**src/rtl/ws2812_pkg.sv**
```systemverilog
// rtl/ws2812_pkg.sv - shared WS2812 state encoding, word size and ns-to-cycle conversion
package ws2812_pkg;

    typedef enum logic [1:0] {
        SYNC = 2'd0,
        IDLE = 2'd1,
        HIGH = 2'd2,
        LOW  = 2'd3
    } state_e;

    localparam int BITS_PER_PIXEL = 24;

    // Whole clock cycles contained in a duration, rounded down.
    function automatic int ns_to_cyc(input longint ns, input longint f_clk);
        longint cyc;
        cyc = (ns * f_clk) / longint'(1_000_000_000);
        return int'(cyc);
    endfunction

endpackage

```
**src/rtl/ws2812_sync.sv**
```systemverilog
// rtl/ws2812_sync.sv - two-flop synchronizer for the asynchronous data line
// Ports: clk, rst_n (async, active low, clears both flops), d (async input), q (synchronized output)
module ws2812_sync (
    input  logic clk,
    input  logic rst_n,
    input  logic d,
    output logic q
);

    logic meta_q;
    logic sync_q;

    always_ff @(posedge clk or negedge rst_n) begin
        if (!rst_n) begin
            meta_q <= 1'b0;
            sync_q <= 1'b0;
        end else begin
            meta_q <= d;
            sync_q <= meta_q;
        end
    end

    assign q = sync_q;

endmodule

```
**src/rtl/ws2812_rx.sv**
```systemverilog
// rtl/ws2812_rx.sv - WS2812 NRZ receiver: pulse-width bit decode, 24-bit GRB words, latch-gap framing
// Ports: clk, rst_n (async, active low), din (raw line),
//        pixel_data/pixel_valid/pixel_index (decoded words),
//        frame_done/frame_pixels (clean latch gap), err (protocol error pulse),
//        synced (locked to frame structure)
module ws2812_rx
    import ws2812_pkg::*;
#(
    parameter int F_CLK         = 50_000_000,
    parameter int T_THRESH_NS   = 600,
    parameter int T_MIN_HIGH_NS = 100,
    parameter int T_MAX_HIGH_NS = 2000,
    parameter int T_RESET_NS    = 50_000
) (
    input  logic        clk,
    input  logic        rst_n,
    input  logic        din,
    output logic [23:0] pixel_data,
    output logic        pixel_valid,
    output logic [15:0] pixel_index,
    output logic        frame_done,
    output logic [15:0] frame_pixels,
    output logic        err,
    output logic        synced
);

    localparam int THRESH_CYC   = ns_to_cyc(longint'(T_THRESH_NS), longint'(F_CLK));
    localparam int MIN_HIGH_CYC = ns_to_cyc(longint'(T_MIN_HIGH_NS), longint'(F_CLK));
    localparam int MAX_HIGH_CYC = ns_to_cyc(longint'(T_MAX_HIGH_NS), longint'(F_CLK));
    localparam int RESET_CYC    = ns_to_cyc(longint'(T_RESET_NS), longint'(F_CLK));
    localparam int CW           = $clog2(RESET_CYC + 1);

    localparam logic [CW-1:0] THRESH_C   = CW'(THRESH_CYC);
    localparam logic [CW-1:0] MIN_HIGH_C = CW'(MIN_HIGH_CYC);
    localparam logic [CW-1:0] MAX_HIGH_C = CW'(MAX_HIGH_CYC);
    localparam logic [CW-1:0] RESET_C    = CW'(RESET_CYC);
    localparam logic [4:0]    LAST_BIT   = 5'(BITS_PER_PIXEL - 1);

    function automatic logic [CW-1:0] cnt_inc(input logic [CW-1:0] v);
        return (v == '1) ? v : v + CW'(1);
    endfunction

    logic din_s;

    ws2812_sync u_sync (
        .clk   (clk),
        .rst_n (rst_n),
        .d     (din),
        .q     (din_s)
    );

    state_e        state_q, state_d;
    logic [CW-1:0] hcnt_q, hcnt_d;
    logic [CW-1:0] lcnt_q, lcnt_d;
    logic [4:0]    bit_cnt_q, bit_cnt_d;
    logic [15:0]   pix_cnt_q, pix_cnt_d;
    logic [23:0]   shift_q, shift_d;
    logic [23:0]   pixel_data_q, pixel_data_d;
    logic [15:0]   pixel_index_q, pixel_index_d;
    logic [15:0]   frame_pixels_q, frame_pixels_d;
    logic          pixel_valid_q, pixel_valid_d;
    logic          frame_done_q, frame_done_d;
    logic          err_q, err_d;

    logic          new_bit;
    logic [23:0]   word;
    logic [CW-1:0] hcnt_inc;
    logic [CW-1:0] lcnt_inc;

    always_comb begin
        state_d        = state_q;
        hcnt_d         = hcnt_q;
        lcnt_d         = lcnt_q;
        bit_cnt_d      = bit_cnt_q;
        pix_cnt_d      = pix_cnt_q;
        shift_d        = shift_q;
        pixel_data_d   = pixel_data_q;
        pixel_index_d  = pixel_index_q;
        frame_pixels_d = frame_pixels_q;
        pixel_valid_d  = 1'b0;
        frame_done_d   = 1'b0;
        err_d          = 1'b0;

        // hcnt holds the full high length on the first low cycle, so the
        // bit decision is made on the registered count.
        new_bit  = (hcnt_q >= THRESH_C);
        word     = {shift_q[22:0], new_bit};
        hcnt_inc = cnt_inc(hcnt_q);
        lcnt_inc = cnt_inc(lcnt_q);

        case (state_q)
            SYNC: begin
                // Any partial frame is dropped while hunting for a gap.
                bit_cnt_d = '0;
                pix_cnt_d = '0;
                hcnt_d    = '0;
                if (din_s) begin
                    lcnt_d = '0;
                end else begin
                    lcnt_d = lcnt_inc;
                    if (lcnt_inc >= RESET_C) begin
                        state_d = IDLE;
                    end
                end
            end

            IDLE: begin
                bit_cnt_d = '0;
                pix_cnt_d = '0;
                shift_d   = '0;
                if (din_s) begin
                    hcnt_d  = CW'(1);
                    state_d = HIGH;
                end
            end

            HIGH: begin
                if (din_s) begin
                    hcnt_d = hcnt_inc;
                    if (hcnt_inc >= MAX_HIGH_C) begin
                        err_d   = 1'b1;
                        lcnt_d  = '0;
                        state_d = SYNC;
                    end
                end else if (hcnt_q < MIN_HIGH_C) begin
                    err_d   = 1'b1;
                    lcnt_d  = '0;
                    state_d = SYNC;
                end else begin
                    shift_d = word;
                    lcnt_d  = CW'(1);
                    state_d = LOW;
                    if (bit_cnt_q == LAST_BIT) begin
                        pixel_data_d  = word;
                        pixel_valid_d = 1'b1;
                        pixel_index_d = pix_cnt_q;
                        pix_cnt_d     = (pix_cnt_q == 16'hFFFF) ? pix_cnt_q : pix_cnt_q + 16'd1;
                        bit_cnt_d     = '0;
                    end else begin
                        bit_cnt_d = bit_cnt_q + 5'd1;
                    end
                end
            end

            LOW: begin
                if (din_s) begin
                    hcnt_d  = CW'(1);
                    state_d = HIGH;
                end else begin
                    lcnt_d = lcnt_inc;
                    if (lcnt_inc >= RESET_C) begin
                        state_d = IDLE;
                        if (bit_cnt_q != '0) begin
                            err_d = 1'b1;
                        end else if (pix_cnt_q != '0) begin
                            frame_done_d   = 1'b1;
                            frame_pixels_d = pix_cnt_q;
                        end
                    end
                end
            end

            default: begin
                state_d = SYNC;
            end
        endcase
    end

    always_ff @(posedge clk or negedge rst_n) begin
        if (!rst_n) begin
            state_q        <= SYNC;
            hcnt_q         <= '0;
            lcnt_q         <= '0;
            bit_cnt_q      <= '0;
            pix_cnt_q      <= '0;
            shift_q        <= '0;
            pixel_data_q   <= '0;
            pixel_index_q  <= '0;
            frame_pixels_q <= '0;
            pixel_valid_q  <= 1'b0;
            frame_done_q   <= 1'b0;
            err_q          <= 1'b0;
        end else begin
            state_q        <= state_d;
            hcnt_q         <= hcnt_d;
            lcnt_q         <= lcnt_d;
            bit_cnt_q      <= bit_cnt_d;
            pix_cnt_q      <= pix_cnt_d;
            shift_q        <= shift_d;
            pixel_data_q   <= pixel_data_d;
            pixel_index_q  <= pixel_index_d;
            frame_pixels_q <= frame_pixels_d;
            pixel_valid_q  <= pixel_valid_d;
            frame_done_q   <= frame_done_d;
            err_q          <= err_d;
        end
    end

    assign pixel_data   = pixel_data_q;
    assign pixel_valid  = pixel_valid_q;
    assign pixel_index  = pixel_index_q;
    assign frame_done   = frame_done_q;
    assign frame_pixels = frame_pixels_q;
    assign err          = err_q;
    assign synced       = (state_q != SYNC);

endmodule

```
**config.mk**
```make
export PLATFORM = sky130hd
export DESIGN_NAME = ws2812_rx
export DESIGN_NICKNAME = d
export VERILOG_FILES = /design/src/rtl/ws2812_pkg.sv /design/src/rtl/ws2812_sync.sv /design/src/rtl/ws2812_rx.sv
export SDC_FILE = /design/constraint.sdc
export NUM_CORES = 1
export LEC_CHECK = 0
export CAP_MARGIN = 5
export CORE_MARGIN = 1
export CORE_UTILIZATION = 51
export DETAILED_ROUTE_END_ITERATION = 8
export MAX_ROUTING_LAYER = met4
export PLACE_DENSITY = 0.72
export SETUP_SLACK_MARGIN = 0.1
export SYNTH_ARGS = -nofsm -noshare
export SYNTH_HDL_FRONTEND = slang
export SYNTH_SLANG_ARGS = --single-unit
```
**constraint.sdc**
```tcl
create_clock -name clk -period 2.7 [get_ports clk]
set_clock_uncertainty 0.05 [all_clocks]
set_input_delay 0.405 -clock clk [delete_from_list [all_inputs] [get_ports clk]]
set_output_delay 0.405 -clock clk [all_outputs]
set_load 0.02 [all_outputs]
```
Word-level counts from Yosys, hierarchy flattened:

Cells that the tools add are included.

* equality and inequality tests: 17
* reductions and logical operators: 17
* multiplexer cells: 47
* add/subtract/negate cells: 4
* bitwise gates (word level): 3
* magnitude comparators: 4

Operator list (count)
* $mux 12: 8
* $pmux 12 s3: 2
* $mux 16: 4
* $mux 23: 2
* $pmux 23 s2: 1
* $pmux 16 s2: 1
* $add 12x1->12 const B: 2
* $eq 12x12->1 const B: 2
* $add 16x1->16 const B: 1
* $eq 16x16->1 const B: 1
* $mux 1: 16
* $reduce_bool 16->1: 1
* $mux 5: 3
* $mux 2: 7
* $ge 12x12->1 const B: 1
* $ge 12x5->1 const B: 1
* $ge 12x7->1 const B: 1
* $lt 12x3->1 const B: 1
* $ne 2x2->1 const B: 6
* $reduce_and 3->1: 4
* $pmux 5 s2: 1
* $reduce_and 5->1: 2
* $pmux 2 s4: 1
* $ne 2x1->1 const B: 3
* 14 further kinds: 20

* output and inout port bits: 60
* bits in registers: 131
* word-level logic and storage cells: 106

Longest topological paths before layout:

Gate-level depths: netlist of run 1.

* depth after elaboration: 6
* gate-level depth with buffers: 12
* depth with buffers taken out: 9

Cells and area by module:

A second synthesis of run 1 with hierarchy kept.

* cells, all modules: 673
* area, all modules: 6646.4 µm²

Modules (own cells, without submodules)
* ws2812_rx: cells each 671, instances 1, area an instance 6596.3 µm²
* ws2812_sync: cells each 2, instances 1, area an instance 50.0 µm²

Worst setup path after synthesis of run 1:

OpenSTA, ideal clock, no wires.

* path kind: flip-flop to flip-flop
* from: register hcnt_q[0]
* to: register lcnt_q[10]
* setup slack: 0.109 ns
* arrival: 2.417 ns
* period minus slack after synthesis: 2.591 ns
* required time: 2.526 ns
* setup time: 0.124 ns
* cell stages (with the launch flop): 11
* path through: dfrtp_1 ha_1 buf_4 nand4_4 or4_1 buf_2 a41o_1 o221ai_2 nor2_2 and3_1 a211o_1

* word-level cells in the longest chain between the ends: 5

Ends and longest elaborated chain
* from (decl): RTL line ws2812_rx.sv:53 `logic [CW-1:0] hcnt_q, hcnt_d;`
* from (signal assigned): RTL line ws2812_rx.sv:185 `hcnt_q <= hcnt_d;`
* $add 12x1->12 / $eq 12x12->1 (equally long branches): RTL line ws2812_rx.sv:40 `return (v == '1) ? v : v + CW'(1);`
* $mux 12 (*): RTL line ws2812_rx.sv:40
* $ge 12x7->1 (*): RTL line ws2812_rx.sv:120 `if (hcnt_inc >= MAX_HIGH_C) begin`
* $ne 3x3->1 (no source line) (*)
* $reduce_and 3->1 (no source line) (*)
* to (signal assigned): RTL line ws2812_rx.sv:186 `lcnt_q <= lcnt_d;`
* to (decl): RTL line ws2812_rx.sv:54 `logic [CW-1:0] lcnt_q, lcnt_d;`

Every way passes the cells marked *; elsewhere a longest branch is shown, timed or not.
A chain may end at the register's enable or synchronous reset.

Worst setup path after layout of run 1:

* from: register hcnt_q[1]
* to: register lcnt_q[4]

Same word-level chain as after synthesis.

==> results of run 1 <==
power breakdown:
part / switching (W) / total, W / internal, W
clock: 0.000858 / 0.00264 / 0.00178
combinational: 0.000107 / 0.000165 / 0.0000578
sequential: 0.0000341 / 0.00202 / 0.00199
worst min path at each step:
stage,start,to,slack (ps),cells past startpoint
after floorplan,rst_n,bit_cnt_q[0]$_DFFE_PN0P_,60,0
after global placement,u_sync.meta_q$_DFF_PN0_,u_sync.q$_DFF_PN0_,280,0
after detailed placement,u_sync.meta_q$_DFF_PN0_,u_sync.q$_DFF_PN0_,290,0
after CTS,u_sync.meta_q$_DFF_PN0_,u_sync.q$_DFF_PN0_,300,0
after global routing,u_sync.meta_q$_DFF_PN0_,u_sync.q$_DFF_PN0_,320,0
final,u_sync.meta_q$_DFF_PN0_,u_sync.q$_DFF_PN0_,300,0
synth_stat cells, drive strengths merged, types with 3 or more instances:
library cell,number
clkbuf,24
buf,16
a21oi,28
nor3,13
nor2,51
inv,19
or3,3
and2,6
a311oi,3
and3,12
xnor2,4
a211oi,9
nand3,27
nor4,9
ha,8
o22ai,3
nand2,198
xor2,14
nand4,12
or4,3
mux2,16
a31oi,3
nand3b,3
nor4b,3
o21ai,54
a41oi,4
dfrtp,131
metrics by stage:
step	hold slack, ps	TNS, ps	cells	util
after global placement	284.9	0	935	0.6035
after floorplan	59.41	0	714	-
after CTS	302.4	0	970	0.6643
final	298.4	0	979	0.6774
after global routing	318.0	0	979	0.6774
after detailed placement	288.7	-22.23	935	0.6035
layout make-up:
type	count	area (µm²)
repair buffers	104	965.9
well taps	168	210.2
clock inverters	12	226.5
flip-flops and latches	131	3284
fillers	961	3908
clock buffers	20	456.7
inverters	21	78.83
multi-input cells	523	2982
timing repair:
| item | 4_1_cts | 5_1_grt |
|---|---|---|
| gates resized for setup | 6 | 21 |
| buffers inserted | 2 | 8 |
| gates cloned | 0 | 1 |
| setup endpoints to repair | 23 | 29 |
| endpoints found under the hold margin | 34 | 0 |
| pin swaps | 0 | 10 |
| hold buffers | 1 | 0 |
cells by family (layout without fill, tap and decap cells):
logic type               count (synthesis)  after routing  share of synthesized area
AO/OA/AOI/OAI                          127            127                     0.1244
AND/OR/NAND/NOR                        350            351                     0.2503
adder cells (fa/ha/maj)                  9              9                    0.01722
multiplexers                            18             18                    0.03130
XOR/XNOR                                18             18                    0.02465
buffers and inverters                   61            157                    0.03952
flip-flops                             131            131                     0.5126
layer usage:
metal / vias to the layer above / global-route usage
met1: 2710 / 0.3447
met5: - / -
met3: 28 / 0.05420
li1: 2636 / -
met2: 216 / 0.4069
met4: 0 / 0.07965
critical path, delay by kind of cell (launching register included):
kind	cells	cell delay (ps)
AND/OR/NAND/NOR	3	950
AO/OA/AOI/OAI	4	880
flip-flops	1	410
buffers and inverters	1	130
registers in the layout, indices dropped and copies added (netlist names), 2 cells and up:
register,cells
bit_cnt_q,5
frame_pixels,16
hcnt_q,12
lcnt_q,12
pix_cnt_q,16
pixel_data,24
pixel_index,16
shift_q,23
state_q,2
==> metrics.md, run 1 <==
| Metric | Value |
|---|---|
| Wire per inst | 16.13 µm |
| Mapped cell area | 6395 µm² |
| Asr flop ratio synth | 1.000 |
| HP Class | flop to flop |
| Top sig layer | met4 |
| RR Endpoint | lcnt_q[4]$_DFFE_PN0P_ |
| Antenna violations before repair | 0 |
| GR Util All Layers | 0.2611 |
| # diodes | 0 |
| Reg2Reg Depth | 8 |
| Critical Path RT | 2960 ps |
| Critical path destination | lcnt_q[4]$_DFFE_PN0P_ |
| EDFF count, synth | 0 |
| Clock buffer depth | 2 |
| Initial Util | 0.5280 |
| First-pass GRT wire length | 25570 µm |
| Final RePlAce weighted congestion | 0.9424 |
| Met2 wire length | 7665 µm |
| CP cell instances | buf_6 -> nand4_1 -> or4_4 -> a221oi_4 -> o221ai_4 -> nor2_2 -> o21ai_2 -> a311oi_1 |
| Fin area | 8204 µm² |
| Worst R2R Start | hcnt_q[1]$_DFFE_PN0P_ |
| Pwr dens | 588.7 nW/µm² |
| Final nets | 809 |
| Routed via count | 5590 |
| Crit path from | hcnt_q[1]$_DFFE_PN0P_ |
| Yosys top cell by area | dfrtp_1 |
| Yosys warns | 0 |
| Crit path launch type | flop |
| H-tree levels | 4 |
| Grt ovf | 0 |
| Iter 0 DRT Violations | 401 |
| CTS root buf | clkbuf_16 |
| Die footprint | 12990 µm² |
| Most common cell after layout, fill and taps aside | nand2_1 |
| CTS sink count | 131 |
| CP Capture Type | flop |
| I/O pin count | 63 |
| Final Worst Setup Slack | 164.3 ps |
| ANT nets after route | 0 |
| Die W | 114.0 µm |
| CP peak stage delay | 590 ps |
| Kind of critical path | flop to flop |
| Layout area overhead | 28.29% |
| Site Rows | 40 |
| Hold Fails Final Rpt | 0 |
| Post-Syn Nets | 725 |
| # setup viols final | 0 |
| Met3 WL post-DR | 862 µm |
| CTS tree | built |
| Slew headroom | 0.5027 |
| Register-to-Register Setup Slack | 160 ps |
| Sequential fraction of the synthesis area | 0.5126 |
| Max Cap Viol | 0 |
| Synth cell types | 66 |
| CTS buffer count | 17 |
| Tcrit/Tclk final | 0.9391 |
| Pin count of the biggest net entering global routing | 56 |
| Post-detail-place hpwl | 10070 µm |
| Status | completed |
| Met1 Wirelength | 7059 µm |
| Prevailing post-synth register cell | dfrtp_1 |
| Vias per inst | 5.710 |
| Final slew viol count | 0 |
| Clock transition at the registers of the reported paths | 60 ps |
| Average cell area after synthesis | 8.956 µm² |
| Post-Synthesis Cells | 714 |
| Top cells by area, synth | dfrtp_1, nand2_1, o21ai_0, nor2_1, mux2_2 |
| Yosys reg bits | 131 |
| Most frequent cells in the layout | nand2_1, dfrtp_1, clkdlybuf4s50_1, o21ai_0, nor2_1 |
| Die Ht | 114.0 µm |
| Leakage Power | 3.736 nW |
| DR DRC count | 0 |
| Core area | 12110 µm² |
| Port-buffer cells | 62 |
| RSZ-0062 raised after global routing | yes |
| Overall power | 0.004829 W |
| WL final | 15790 µm |
| CP Data Arrival Time | 2800 ps |
| Peak supply drop | 0.3015 mV |
| Highest Clock Rate | 394.4 MHz |
| Setup Slack @ Placement | -8.258 ps |
| CP max stage cell | or4_4 |
| Worst-path maximum fanout | 5 |
| Vias in the first global route | 5071 |
| Placed cell area | 7310 µm² |
| Post-layout minimum cycle time | 2536 ps |
| Ratio of cells with drive above 1 in the final layout | 0.1504 |
| Drt pass-1 iters | 7 |
| Slew @ Worst Pin | 739.6 ps |
| Worst skew pair latency | 420 ps |
| Synth top area share | 0.5126 |
(Power assumes the default switching activity.)
==> run 2: changes to the inputs <==
--- a/config.mk
+++ b/config.mk
@@ -8,9 +8,10 @@
 export CAP_MARGIN = 5
 export CORE_MARGIN = 1
 export CORE_UTILIZATION = 51
+export CTS_BUF_LIST = sky130_fd_sc_hd__clkbuf_2 sky130_fd_sc_hd__clkbuf_4 sky130_fd_sc_hd__clkbuf_8
 export DETAILED_ROUTE_END_ITERATION = 8
 export MAX_ROUTING_LAYER = met4
-export PLACE_DENSITY = 0.72
+export PLACE_DENSITY_LB_ADDON = 0.1
 export SETUP_SLACK_MARGIN = 0.1
 export SYNTH_ARGS = -nofsm -noshare
 export SYNTH_HDL_FRONTEND = slang
==> run 2 against run 1 <==
Net effect: clock power decreased by 34%; non-clock buffer count increased by 3; utilization decreased by 2.3 points; hold slack improved by 1.5 ps; largest power group is now registers.
==> metrics.md, run 2 (synthesis gave the netlist of run 1 again) <==
| Metric | Value |
|---|---|
| Initial Util | 0.5280 |
| Worst skew pair latency | 450 ps |
| Tcrit/Tclk final | 0.9307 |
| Die Ht | 114.0 µm |
| Final Worst Setup Slack | 187.1 ps |
| CTS sink count | 131 |
| Die W | 114.0 µm |
| HP Start | u_sync.meta_q$_DFF_PN0_ |
| GR Util All Layers | 0.2633 |
| Max Cap Viol | 0 |
| CP cell instances | ha_2 -> and2_1 -> nand2_1 -> o32ai_1 -> o21ai_1 -> a41o_2 -> nand3_2 -> mux2_2 |
| I/O pin count | 63 |
| Port-buffer cells | 62 |
| Layout area overhead | 23.99% |
| Vias per inst | 5.563 |
| Met2 GRT Util | 0.3899 |
| Site Rows | 40 |
| Status | completed |
| Buf+Inv Stages, Crit Path | 0 |
| RSZ-0062 raised after global routing | yes |
| # diodes | 0 |
| Crit path from | lcnt_q[0]$_DFFE_PN0P_ |
| Iter 0 DRT Violations | 404 |
| Drt pass-1 iters | 5 |
| # setup viols final | 0 |
| Slew @ Worst Pin | 671.2 ps |
| Vias in the first global route | 5066 |
| Clock transition at the registers of the reported paths | 80 ps |
| Pin count of the biggest net entering global routing | 85 |
| Delay-heaviest family, CP | compound AO/OA/AOI/OAI gates |
| CTS root buf | clkbuf_8 |
| Final nets | 813 |
| CP max stage cell | dfrtp_1 |
| Most common cell after layout, fill and taps aside | nand2_1 |
| CTS buffer count | 17 |
| Grt met1 use | 0.3529 |
| Leakage Power | 3.626 nW |
| Worst-path maximum fanout | 6 |
| Slew headroom | 0.5487 |
| Grt ovf | 0 |
| Worst R2R Start | lcnt_q[0]$_DFFE_PN0P_ |
| Most frequent cells in the layout | nand2_1, dfrtp_1, clkdlybuf4s50_1, o21ai_0, nor2_1 |
| Pwr dens | 493.4 nW/µm² |
| Number of fill cells | 1033 |
| Clock buffer depth | 2 |
| Met3 Usage GRT | 0.05473 |
| Antenna violations before repair | 0 |
| Highest Clock Rate | 397.9 MHz |
| CP Capture Type | flop |
| Peak supply drop | 0.2879 mV |
| Final slew viol count | 0 |
| CTS tree | built |
| Ratio of cells with drive above 1 in the final layout | 0.1509 |
| Global route hottest layer | met2 |
| Routed via count | 5468 |
| Hold Fails Final Rpt | 0 |
| H-tree levels | 4 |
| Wire per inst | 16.08 µm |
| Utilization after layout | 0.6546 |
| Post-detail-place hpwl | 10660 µm |
| DR DRC count | 0 |
| Die footprint | 12990 µm² |
| Crit path launch type | flop |
| Final RePlAce weighted congestion | 0.8976 |
| First-pass GRT wire length | 25540 µm |
| CP peak stage delay | 430 ps |
| Max reg flops | 24 |
| WL final | 15800 µm |
| CP Data Arrival Time | 2800 ps |
| Setup Slack @ Placement | -66.29 ps |
| HP Class | flop to flop |
| Core area | 12110 µm² |
| Critical Path RT | 2990 ps |
| Register-to-Register Setup Slack | 190 ps |
| Post-layout minimum cycle time | 2513 ps |
| ANT nets after route | 0 |
| Kind of critical path | flop to flop |
| Hold WS | 300.0 ps |
## run 2: changes by cell type in the layout (fill, tap and decap cells not counted), sizes merged, moves of 2 or more
cell	previous run	this run
buf	41	45
clkbuf	21	19
clkinv	5	7
clkinvlp	2	5
bufinv	6	3
## run 2: layout make-up
| class | count | area [µm²] | share of cell area |
|---|---|---|---|
| multi-input cells | 524 | 2954 | 0.3726 |
| well taps | 168 | 210.2 | 0.02651 |
| flip-flops and latches | 131 | 3284 | 0.4142 |
| repair buffers | 107 | 983.4 | 0.1240 |
| clock buffers | 19 | 255.2 | 0.03219 |
| clock inverters | 13 | 160.2 | 0.02020 |
| inverters | 21 | 81.33 | 0.01026 |
## run 2: stage by stage
step	total power, W	setup TNS [ps]	cells	area [µm²]
after floorplan	0.002131	0	714	6395
after global placement	0.002208	0	945	7385
after detailed placement	0.002212	-66.29	945	7385
after CTS	0.003945	0	978	7823
after global routing	0.004072	0	983	7929
final	0.003912	0	983	7929
## run 2: path summary, 6_finish.rpt
kind	end	cells past startpoint
max in group asynchronous	hcnt_q[3]$_DFFE_PN0P_	3
setup / recovery	frame_pixels[5]$_DFFE_PN0P_	8
hold reg to reg	u_sync.q$_DFF_PN0_	0
min in group asynchronous	pixel_index[8]$_DFFE_PN0P_	3
setup reg to reg	frame_pixels[5]$_DFFE_PN0P_	8
hold / removal	u_sync.q$_DFF_PN0_	0
## run 2: per-layer routing
layer	share of wire	up-vias	routed length, µm
met5	0	-	0
met4	0.027	0	427
met3	0.041	34	651
met2	0.46	164	7316
met1	0.47	2637	7407
li1	-	2633	-
## run 2: worst register-to-register path: cells and delay by family (launching register included)
| kind | cells | cell delay (ps) |
|---|---|---|
| fa+ha+maj | 1 | 260 |
| simple gates | 3 | 500 |
| mux | 1 | 350 |
| flops | 1 | 430 |
| compound gates | 3 | 810 |
## run 2: power breakdown
group | switching [W] | leakage (nW) | total [W] | internal, W
clock | 0.000785 | 0.197 | 0.00173 | 0.000942
sequential | 0.0000306 | 1.81 | 0.00201 | 0.00198
combinational | 0.000110 | 1.61 | 0.000171 | 0.0000602
## run 2: what timing repair did
| action | in CTS | in global routing |
|---|---|---|
| hold buffers | 1 | 0 |
| gates resized for setup | 3 | 18 |
| pin swaps | 0 | 2 |
| endpoints found under the setup margin | 23 | 64 |
| hold endpoints to repair | 84 | 0 |
| setup buffers | 0 | 3 |
| cloned | 0 | 2 |
